File: config.mk
export PLATFORM = sky130hd
export DESIGN_NAME = ttt_turn_controller_flat
export DESIGN_NICKNAME = d
export VERILOG_FILES = /design/src/rtl/ttt_pkg.sv /design/src/rtl/ttt_turn_controller_if.sv /design/src/rtl/turn_timer.sv /design/src/rtl/ttt_turn_controller.sv /design/src/flat_wrapper.sv
export SDC_FILE = /design/constraint.sdc
export NUM_CORES = 1
export LEC_CHECK = 0
export ABC_AREA = 1
export CORE_ASPECT_RATIO = 1.2
export CORE_MARGIN = 3
export CORE_UTILIZATION = 35
export CTS_BUF_LIST = sky130_fd_sc_hd__clkbuf_4
export CTS_CLUSTER_SIZE = 40
export DETAILED_ROUTE_END_ITERATION = 12
export MAX_ROUTING_LAYER = met4
export PLACE_DENSITY = 0.67
export SETUP_SLACK_MARGIN = 0.15
export SLEW_MARGIN = 20
export SYNTH_ARGS = -nofsm -noshare
export SYNTH_HDL_FRONTEND = slang
export SYNTH_SLANG_ARGS = --single-unit
File: constraint.sdc
create_clock -name clk -period 2.2 [get_ports clk]
set_clock_uncertainty 0.05 [all_clocks]
set_input_delay 0.55 -clock clk [delete_from_list [all_inputs] [get_ports clk]]
set_output_delay 0.55 -clock clk [all_outputs]
set_load 0.01 [all_outputs]
File: src/rtl/ttt_pkg.sv
// Shared tic-tac-toe types: cell/board encoding, player constants and controller states.
// Used by the turn controller, the winner checker and the display block.
package ttt_pkg;

  typedef logic [1:0] cell_t;
  typedef cell_t [3:1][3:1] board_t;

  localparam cell_t EMPTY = 2'd0;
  localparam cell_t P1    = 2'd1;
  localparam cell_t P2    = 2'd2;
  localparam cell_t DRAW  = 2'd3;

  typedef enum logic [2:0] {
    IDLE,
    WAIT_MOVE,
    AUTO,
    CHECK,
    DONE
  } ctrl_state_t;

  // Off-board coordinates (row or col 0) read as occupied so they are refused like a taken cell.
  function automatic cell_t cell_at(board_t b, logic [1:0] r, logic [1:0] c);
    cell_t v;
    v = DRAW;
    for (int i = 1; i <= 3; i++)
      for (int j = 1; j <= 3; j++)
        if (r == 2'(i) && c == 2'(j)) v = b[i][j];
    return v;
  endfunction

endpackage

File: src/rtl/ttt_turn_controller_if.sv
// Player/checker/display signal bundle for the turn controller.
// master = surrounding game logic, slave = ttt_turn_controller.
interface ttt_turn_controller_if
  import ttt_pkg::*;
#(parameter int CNT_W = 29);

  logic             start;
  logic             move_valid;
  logic [1:0]       move_row;
  logic [1:0]       move_col;
  cell_t            winner;
  board_t           board;
  logic             en_check;
  cell_t            current_player;
  logic             game_over;
  cell_t            result;
  logic             move_reject;
  logic             timeout;
  logic [CNT_W-1:0] time_left;

  modport master (
    output start, move_valid, move_row, move_col, winner,
    input  board, en_check, current_player, game_over, result,
           move_reject, timeout, time_left
  );

  modport slave (
    input  start, move_valid, move_row, move_col, winner,
    output board, en_check, current_player, game_over, result,
           move_reject, timeout, time_left
  );

endinterface

File: src/rtl/turn_timer.sv
// Per-turn down-counter: load restarts at TURN_CYCLES-1, run decrements and saturates at 0.
module turn_timer #(
  parameter int TURN_CYCLES = 500_000_000,
  parameter int CNT_W       = $clog2(TURN_CYCLES)
) (
  input  logic             clk,
  input  logic             rst,
  input  logic             load,
  input  logic             run,
  output logic [CNT_W-1:0] count,
  output logic             expired
);

  localparam logic [CNT_W-1:0] RELOAD = CNT_W'(TURN_CYCLES - 1);

  always_ff @(posedge clk or posedge rst) begin
    if (rst)
      count <= RELOAD;
    else if (load)
      count <= RELOAD;
    else if (run && count != '0)
      count <= count - CNT_W'(1);
  end

  assign expired = (count == '0);

endmodule

File: src/rtl/ttt_turn_controller.sv
// Tic-tac-toe turn sequencer: owns the board, enforces turn order and the turn timer.
// IDLE: wait start | WAIT_MOVE: player to move | AUTO: timeout scan | CHECK: winner sample | DONE: game over
module ttt_turn_controller
  import ttt_pkg::*;
#(
  parameter int TURN_CYCLES = 500_000_000,
  parameter int CNT_W       = $clog2(TURN_CYCLES)
) (
  input logic                  clk,
  input logic                  rst,
  ttt_turn_controller_if.slave bus
);

  ctrl_state_t      state;
  board_t           board_q;
  cell_t            player_q;
  cell_t            result_q;
  logic             game_over_q;
  logic             reject_q;
  logic             timeout_q;
  logic [1:0]       scan_row;
  logic [1:0]       scan_col;
  logic             timer_load;
  logic             timer_run;
  logic             expired;
  logic [CNT_W-1:0] time_left;
  logic             move_ok;

  assign timer_load = bus.start || (state == CHECK && bus.winner == EMPTY);
  assign timer_run  = (state == WAIT_MOVE);
  assign move_ok    = (cell_at(board_q, bus.move_row, bus.move_col) == EMPTY);

  turn_timer #(.TURN_CYCLES(TURN_CYCLES), .CNT_W(CNT_W)) u_timer (
    .clk     (clk),
    .rst     (rst),
    .load    (timer_load),
    .run     (timer_run),
    .count   (time_left),
    .expired (expired)
  );

  always_ff @(posedge clk or posedge rst) begin
    if (rst) begin
      state       <= IDLE;
      board_q     <= '0;
      player_q    <= P1;
      result_q    <= EMPTY;
      game_over_q <= 1'b0;
      reject_q    <= 1'b0;
      timeout_q   <= 1'b0;
      scan_row    <= 2'd1;
      scan_col    <= 2'd1;
    end else begin
      reject_q  <= 1'b0;
      timeout_q <= 1'b0;
      if (bus.start) begin
        state       <= WAIT_MOVE;
        board_q     <= '0;
        player_q    <= P1;
        result_q    <= EMPTY;
        game_over_q <= 1'b0;
      end else begin
        unique case (state)
          IDLE, DONE: ;
          WAIT_MOVE: begin
            if (bus.move_valid && move_ok) begin
              board_q[bus.move_row][bus.move_col] <= player_q;
              state <= CHECK;
            end else begin
              if (bus.move_valid) reject_q <= 1'b1;
              if (expired) begin
                timeout_q <= 1'b1;
                scan_row  <= 2'd1;
                scan_col  <= 2'd1;
                state     <= AUTO;
              end
            end
          end
          AUTO: begin
            // Row-major scan; a full board (last cell reached) still goes on to CHECK.
            if (cell_at(board_q, scan_row, scan_col) == EMPTY) begin
              board_q[scan_row][scan_col] <= player_q;
              state <= CHECK;
            end else if (scan_row == 2'd3 && scan_col == 2'd3) begin
              state <= CHECK;
            end else if (scan_col == 2'd3) begin
              scan_col <= 2'd1;
              scan_row <= scan_row + 2'd1;
            end else begin
              scan_col <= scan_col + 2'd1;
            end
          end
          CHECK: begin
            if (bus.winner != EMPTY) begin
              result_q    <= bus.winner;
              game_over_q <= 1'b1;
              state       <= DONE;
            end else begin
              player_q <= (player_q == P1) ? P2 : P1;
              state    <= WAIT_MOVE;
            end
          end
          default: state <= IDLE;
        endcase
      end
    end
  end

  assign bus.board          = board_q;
  assign bus.en_check       = (state == CHECK);
  assign bus.current_player = player_q;
  assign bus.game_over      = game_over_q;
  assign bus.result         = result_q;
  assign bus.move_reject    = reject_q;
  assign bus.timeout        = timeout_q;
  assign bus.time_left      = time_left;

endmodule

File: src/flat_wrapper.sv
// flat-port wrapper written by rule: the top's interface ports become plain ports
module ttt_turn_controller_flat import ttt_pkg::*;
#(
  parameter int TURN_CYCLES = 500_000_000,
  parameter int CNT_W       = $clog2(TURN_CYCLES)
)
  (clk, rst, bus_start, bus_move_valid, bus_move_row, bus_move_col, bus_winner, bus_board, bus_en_check, bus_current_player, bus_game_over, bus_result, bus_move_reject, bus_timeout, bus_time_left);
  ttt_turn_controller_if #(.CNT_W(CNT_W)) bus_i ();
  input logic clk;
  input logic rst;
  input wire logic [$bits(bus_i.start)-1:0] bus_start;
  input wire logic [$bits(bus_i.move_valid)-1:0] bus_move_valid;
  input wire logic [$bits(bus_i.move_row)-1:0] bus_move_row;
  input wire logic [$bits(bus_i.move_col)-1:0] bus_move_col;
  input wire logic [$bits(bus_i.winner)-1:0] bus_winner;
  output wire logic [$bits(bus_i.board)-1:0] bus_board;
  output wire logic [$bits(bus_i.en_check)-1:0] bus_en_check;
  output wire logic [$bits(bus_i.current_player)-1:0] bus_current_player;
  output wire logic [$bits(bus_i.game_over)-1:0] bus_game_over;
  output wire logic [$bits(bus_i.result)-1:0] bus_result;
  output wire logic [$bits(bus_i.move_reject)-1:0] bus_move_reject;
  output wire logic [$bits(bus_i.timeout)-1:0] bus_timeout;
  output wire logic [$bits(bus_i.time_left)-1:0] bus_time_left;
  assign bus_i.start = bus_start;
  assign bus_i.move_valid = bus_move_valid;
  assign bus_i.move_row = bus_move_row;
  assign bus_i.move_col = bus_move_col;
  assign bus_i.winner = bus_winner;
  assign bus_board = bus_i.board;
  assign bus_en_check = bus_i.en_check;
  assign bus_current_player = bus_i.current_player;
  assign bus_game_over = bus_i.game_over;
  assign bus_result = bus_i.result;
  assign bus_move_reject = bus_i.move_reject;
  assign bus_timeout = bus_i.timeout;
  assign bus_time_left = bus_i.time_left;
  ttt_turn_controller #(.TURN_CYCLES(TURN_CYCLES), .CNT_W(CNT_W)) u_core (.clk(clk), .rst(rst), .bus(bus_i));
endmodule
# After elaboration in Yosys (flattened, before gate mapping)
# Cells that the tools add are included.
[totals] n_memories=0 ff_bits=61 out_inout_bits=55 rom_bits=0 latchBits=0 ramBits=0 inputBits=10
[op_classes] n_shift=0 mux=71 addsub=3 n_eq_ne=28 multipliers=0 n_bitwise=1 n_reduce_logical=45 div_mod_pow=0 order_cmp=8
[op_table] operator="2-bit 2-to-1 mux" count=37
[op_table] operator="29-bit 2-to-1 mux" count=2
[op_table] operator="18-bit 2-to-1 mux" count=3
[op_table] operator="18-bit bitwise mux" count=2
[op_table] operator="18-bit one-hot mux with 2 select lines" count=1
[op_table] operator="29-bit zero test" count=1
[op_table] operator="29-bit nonzero test" count=1
[op_table] operator="29-bit by 1-bit subtractor with 29-bit output, second input constant" count=1
[op_table] operator="1-bit logical AND" count=25
[op_table] operator="6-bit demux with 2-bit select" count=2
[op_table] operator="3-bit 2-to-1 mux" count=6
[op_table] operator="2-bit == test, second input constant" count=8
[op_table] operator="2-bit by 3-bit < comparator with 1-bit output, second input constant" count=4
[op_table] operator="6-bit 2-to-1 mux" count=2
[op_table] operator="3-bit one-hot mux with 4 select lines" count=1
[op_table] operator="1-bit 2-to-1 mux" count=11
[op_table] operator="2-bit by 1-bit == test with 1-bit output, second input constant" count=5
[op_table] operator="2-bit != test, second input constant" count=5
[op_table] operator="2-bit nonzero test" count=5
[op_table] operator="2-bit demux with 2-bit select" count=2
[op_table] operator="2-bit by 1-bit greater-or-equal comparator with 1-bit output, second input constant" count=4
[op_table] operator="4-bit by 2-bit != test with 1-bit output, second input constant" count=2
[op_table] operator="2-bit one-hot mux with 2 select lines" count=2
[op_table] operator="7-bit AND reduction" count=1
[op_table] operator="15 further kinds" count=23

# Depth between registers and ports, before layout
[depth] word_depth=17 mapped_depth=21

# By module
# A second synthesis with hierarchy kept.
[hier_totals] cells_unflattened=662 area_unflattened_um2=4426.7
[modules_own_cells] module="ttt_turn_controller" seq_area_each_um2=804.5 cells_each=325 area_each_um2=2234.6 instances=1
[modules_own_cells] module="turn_timer" seq_area_each_um2=750.7 cells_each=337 area_each_um2=2192.1 instances=1

# Least setup slack after synthesis
# No wires, ideal clock.
[synth_path] kind="reg-to-reg" startpoint="register u_core.scan_row[0]" endpoint="register u_core.board_q, in the netlist u_core.bus.board[8]" path_slack_ns=0.086 n_path_buf=1 stages_incl_launch_ff=20 period_less_slack_ns=2.114 arrival_time_ns=1.947 cell_sequence="dfstp_2 -> inv_1 -> ha_1 -> nand2_1 -> nand2_1 -> inv_1 -> nand2_1 -> nand2_1 -> nand2_1 -> nand2_1 -> nand3_1 -> nand2_1 -> nand2_1 -> nand3_1 -> nand2_1 -> inv_2 -> buf_2 -> nand3_1 -> nand2_1 -> nand2_1"
[synth_between] elab_chain_len=16 word_cells_on_any_way=35
[synth_lines] item="start: declaration" line_no="ttt_turn_controller.sv:21" source="logic [1:0] scan_row;"
[synth_lines] item="start signal: assignment" line_no="ttt_turn_controller.sv:88" source="scan_row <= scan_row + 2'd1;"
[synth_lines] item="2-bit by 1-bit == test with 1-bit output" line_no="ttt_pkg.sv:27" source="if (r == 2'(i) && c == 2'(j)) v = b[i][j];"
[synth_lines] item="1-bit logical AND" line_no="ttt_pkg.sv:27"
[synth_lines] item="2-bit 2-to-1 mux (9 in a row)" line_no="ttt_pkg.sv:27"
[synth_lines] item="2-bit 2-to-1 mux" line_no="ttt_turn_controller.sv:63" source="unique case (state)"
[synth_lines] item="2-bit 2-to-1 mux" line_no="ttt_turn_controller.sv:56" source="if (bus.start) begin"
[synth_lines] item="2-bit zero test" line_no="ttt_turn_controller.sv:81" source="if (cell_at(board_q, scan_row, scan_col) == EMPTY) begin"
[synth_lines] item="3-bit by 2-bit != test with 1-bit output (no line)"
[synth_lines] item="3-bit AND reduction (no line)"
[synth_lines] item="end signal: indexed assignment" line_no="ttt_turn_controller.sv:67" source="board_q[bus.move_row][bus.move_col] <= player_q;"
[synth_lines] item="end signal: indexed assignment" line_no="ttt_turn_controller.sv:82" source="board_q[scan_row][scan_col] <= player_q;"
[synth_lines] item="end: declaration" line_no="ttt_turn_controller.sv:15" source="board_t board_q;"
# Several ways; a longest one is shown, not always the timed one. The select of a mux whose other input is x is not followed.
# A chain may end at the register's enable or synchronous reset.

# Final worst setup path
[layout_path] startpoint="register u_core.scan_col[0]" endpoint="register u_core.board_q, in the netlist u_core.bus.board[12]"
[layout_between] elab_chain_len=16 word_cells_on_any_way=37
[layout_lines] item="start: declaration" line_no="ttt_turn_controller.sv:22" source="logic [1:0] scan_col;"
[layout_lines] item="start signal: assignment" line_no="ttt_turn_controller.sv:90" source="scan_col <= scan_col + 2'd1;"
[layout_lines] item="2-bit by 1-bit == test with 1-bit output" line_no="ttt_pkg.sv:27"
[layout_lines] item="1-bit logical AND" line_no="ttt_pkg.sv:27"
[layout_lines] item="2-bit 2-to-1 mux (9 in a row)" line_no="ttt_pkg.sv:27"
[layout_lines] item="2-bit 2-to-1 mux" line_no="ttt_turn_controller.sv:63"
[layout_lines] item="2-bit 2-to-1 mux" line_no="ttt_turn_controller.sv:56"
[layout_lines] item="2-bit zero test" line_no="ttt_turn_controller.sv:81"
[layout_lines] item="3-bit by 2-bit != test with 1-bit output (no line)"
[layout_lines] item="3-bit AND reduction (no line)"
# Several ways; a longest one is shown, not always the timed one. The select of a mux whose other input is x is not followed.

==> summary.md <==
| Metric | Value |
|---|---|
| Ant. Diodes | 0 |
| Top cell type's share of synthesized area | 24.82% |
| Die Area | 0.01224 mm^2 |
| First-pass GRT wire length | 18.79 mm |
| Final hold viol count | 0 |
| Max FO, Critical Path | 7 |
| Highest-count cells in the layout ignoring fill and taps | nand2_1, inv_1, buf_4, nor2_1, dfrtp_1 |
| Yosys warning count | 0 |
| CTS sink count | 61 |
| Vias | 4203 |
| Hold Buf Count CTS | 0 |
| CP Cell Sequence | inv_2 -> ha_4 -> nand2_4 -> nor2_1 -> nor2_1 -> nand2_1 -> nand2_1 -> nand2_1 -> nand2_1 -> nand2_1 -> nand3_1 -> nand2_1 -> nand2_2 -> nand3_2 -> nand2_2 -> inv_4 -> buf_12 -> buf_16 -> nand4_1 -> nand2_1 |
| Worst slack, placed | -0.4394 ns |
| Worst Tran Pin Value | 0.4996 ns |
| Grt ovf | 0 |
| Count of TritonRoute iterations in the first routing pass | 5 |
| Layout fillers | 978 |
| Via/cell ratio | 5.221 |
| Die Wd | 101.5 um |
| RSZ-0062 raised after global routing | true |
| Row cnt | 41 |
| Cell variety after synth | 39 |
| Yosys top cell by area | dfrtp_1 |
| DRC | 0 |
| Status | finished, violations left |
| WS Path Type | reg2reg |
| Num CTS Buffers | 9 |
| Routability Congestion | 0.9228 |
| Final core utilization | 54.21% |
| GR Util met3 | 4.616% |
| Cell Area, Synth | 0.003831 mm^2 |
| Critical Path AT | 2.55 ns |
| Maximum clock rate | 437.3 MHz |
| Reg2Reg Setup Slack | -0.09 ns |
| Die Ht | 120.6 um |
| Final period util | 104.0% |
| Slowest stage cell, crit path | dfstp_2 |
| Area delta synth->final | 50.26% |
| Crit end category | register |
| Maximum VDD drop | 0.3123 mV |
| Core area | 0.01062 mm^2 |
| Boundary Pins | 65 |
| Syn nets | 560 |
| FF-to-FF path depth | 20 |
| NumNets Final | 689 |
| Routed wire length | 11.83 mm |
| TritonCTS clock tree | built |
| Gr usage total | 19.69% |
| Worst path max stage delay | 0.58 ns |
| Starting Density | 36.08% |
| H-tree depth | 3 |
| Maxcap violations | 0 |
| Vias in the first global route | 4202 |
| Max-slew violations | 0 |
| Minimum clock period | 2.287 ns |
| Sequential fraction of the synthesis area | 40.59% |
| Most common cell after layout, fill and taps aside | nand2_1 |
| Clock-pin slew on the worst setup and hold paths | 0.11 ns |
| Crit path top cell by count | nand2_1 |
| Clock root cell | clkbuf_4 |
| Syn Inst Count | 542 |
| R2r endpoint | u_core.bus.board[12] |
| Initial antenna violation count | 0 |
| Worst slew margin | 66.61% |
| Initial DRC Count | 170 |
| CP Launch Type | register |
| Global routing usage on met2 | 33.43% |
| IO buf count | 64 |
| RR Startpoint | u_core.scan_col[0] |
| Class of the worst hold path | in2async |
| Clock buffer depth | 2 |
| Leakage | 0.002790 uW |
| P per Cell Area | 810.1 mW/mm^2 |
| FF+latch count, synth | 61 |
| Worst-Skew Late Latency | 0.43 ns |
| Setup ws final | -0.08692 ns |
| WL/cell | 14.69 um |
| Required @ worst endpoint | 2.46 ns |
| Post-synthesis average cell area | 7.069 um^2 |
| Routed Antenna Nets | 0 |
| Failing checks | negative setup slack |
| Post-DP HPWL | 8.062 mm |
| Top post-synthesis cells by area | dfrtp_1, dfstp_2, nand2_1, inv_1, nor2_1 |
| Largest net degree at the start of global routing | 28 |
| # setup viols final | 20 |
| Gr busiest metal | met2 |
| M1 GR Usage | 21.95% |
| Share of layout cells above drive strength 1 | 30.33% |
-- timing repair --
item | in CTS | in global routing
endpoints found under the hold margin | 0 | 0
buffers inserted | 14 | 6
gates cloned | 2 | 1
gates resized for setup | 73 | 95
setup endpoints to repair | 80 | 62
pin swaps | 21 | 16
-- state kept, by name, summed over array words and instances (netlist names) --
register	cells
u_core.u_timer.count	29
u_core.bus.board	18
u_core.state	3
u_core.bus.current_player	2
u_core.bus.result	2
u_core.scan_col	2
u_core.scan_row	2
u_core.bus.game_over	1
u_core.bus.move_reject	1
u_core.bus.timeout	1
-- worst max-delay path: cells and delay by family (launching register included) --
| family | cells | cell delay, ns |
|---|---|---|
| AND/OR/NAND/NOR | 15 | 1.00 |
| buffers and inverters | 4 | 0.37 |
| adder cells (fa/ha/maj) | 1 | 0.18 |
| flip-flops | 1 | 0.58 |
-- worst max path at each step --
stage	slack, ns	endpoint	from
2_1_floorplan	0.18	u_core.bus.board[8]	u_core.scan_col[0]
3_3_place_gp	-0.35	u_core.bus.board[15]	bus_move_col[1]
3_5_place_dp	-0.44	u_core.bus.board[10]	bus_move_col[1]
4_1_cts	-0.04	u_core.bus.board[17]	u_core.scan_col[0]
5_1_grt	-0.25	u_core.bus.board[12]	u_core.scan_col[0]
6_report	-0.09	u_core.bus.board[12]	u_core.scan_col[0]
-- synthesized netlist by cell type (all sizes together) --
| cell type | count |
|---|---|
| dfrtp | 38 |
| nor4 | 1 |
| or2 | 7 |
| nand4 | 27 |
| nand3 | 47 |
| a21o | 1 |
| nor2 | 69 |
| dfstp | 23 |
| a21oi | 32 |
| inv | 81 |
| nor3 | 15 |
| o21bai | 3 |
| nand2 | 127 |
| buf | 5 |
| ha | 8 |
| clkbuf | 8 |
| o21ai | 41 |
| o31ai | 1 |
| nand3b | 3 |
| a31o | 1 |
| a21boi | 1 |
| o211ai | 1 |
| xor2 | 1 |
| a31oi | 1 |
-- cell families (layout without fill, tap and decap cells) --
| kind of cell | Yosys count | in the layout | share of synthesized area, % |
|---|---|---|---|
| simple gates | 296 | 296 | 35.14 |
| flops | 61 | 61 | 40.59 |
| fa+ha+maj | 8 | 8 | 2.613 |
| buf+inv | 94 | 228 | 9.830 |
| compound gates | 82 | 82 | 11.59 |
| xor+xnor | 1 | 1 | 0.2287 |
-- cell type report --
class | instances | area, um^2 | share of cell area, %
clock buffer | 9 | 67.56 | 1.174
clock inverter | 7 | 90.09 | 1.565
inverter | 81 | 315.3 | 5.477
multi-input combinational | 387 | 2282 | 39.64
sequential | 61 | 1556 | 27.04
tap | 129 | 161.4 | 2.804
timing repair buffer | 131 | 1284 | 22.30
-- where the power goes --
group          internal [uW]  switching (uW)
Combinational           1060            1240
Sequential              1320             157
Clock                    452             436
Total                   2830            1830
-- through the flow --
step | instances | TNS, ns | hold slack (ns) | area, um^2 | power [uW]
floorplan | 542 | 0 | 0.4151 | 3849 | 2468
global placement | 766 | -8.557 | 0.4295 | 4952 | 3128
detailed placement | 766 | -10.39 | 0.4413 | 4952 | 3178
CTS | 798 | -0.3835 | 0.4231 | 5379 | 4409
global route | 805 | -4.747 | 0.4386 | 5757 | 4962
finish | 805 | -0.8335 | 0.4304 | 5757 | 4663
-- metal layers --
metal	up-vias	routed length, um
met1	1976	4780
met2	154	5975
met5	-	0
li1	2037	-
met4	0	391
met3	36	679
Note: power is estimated with default switching activity, not from simulation.
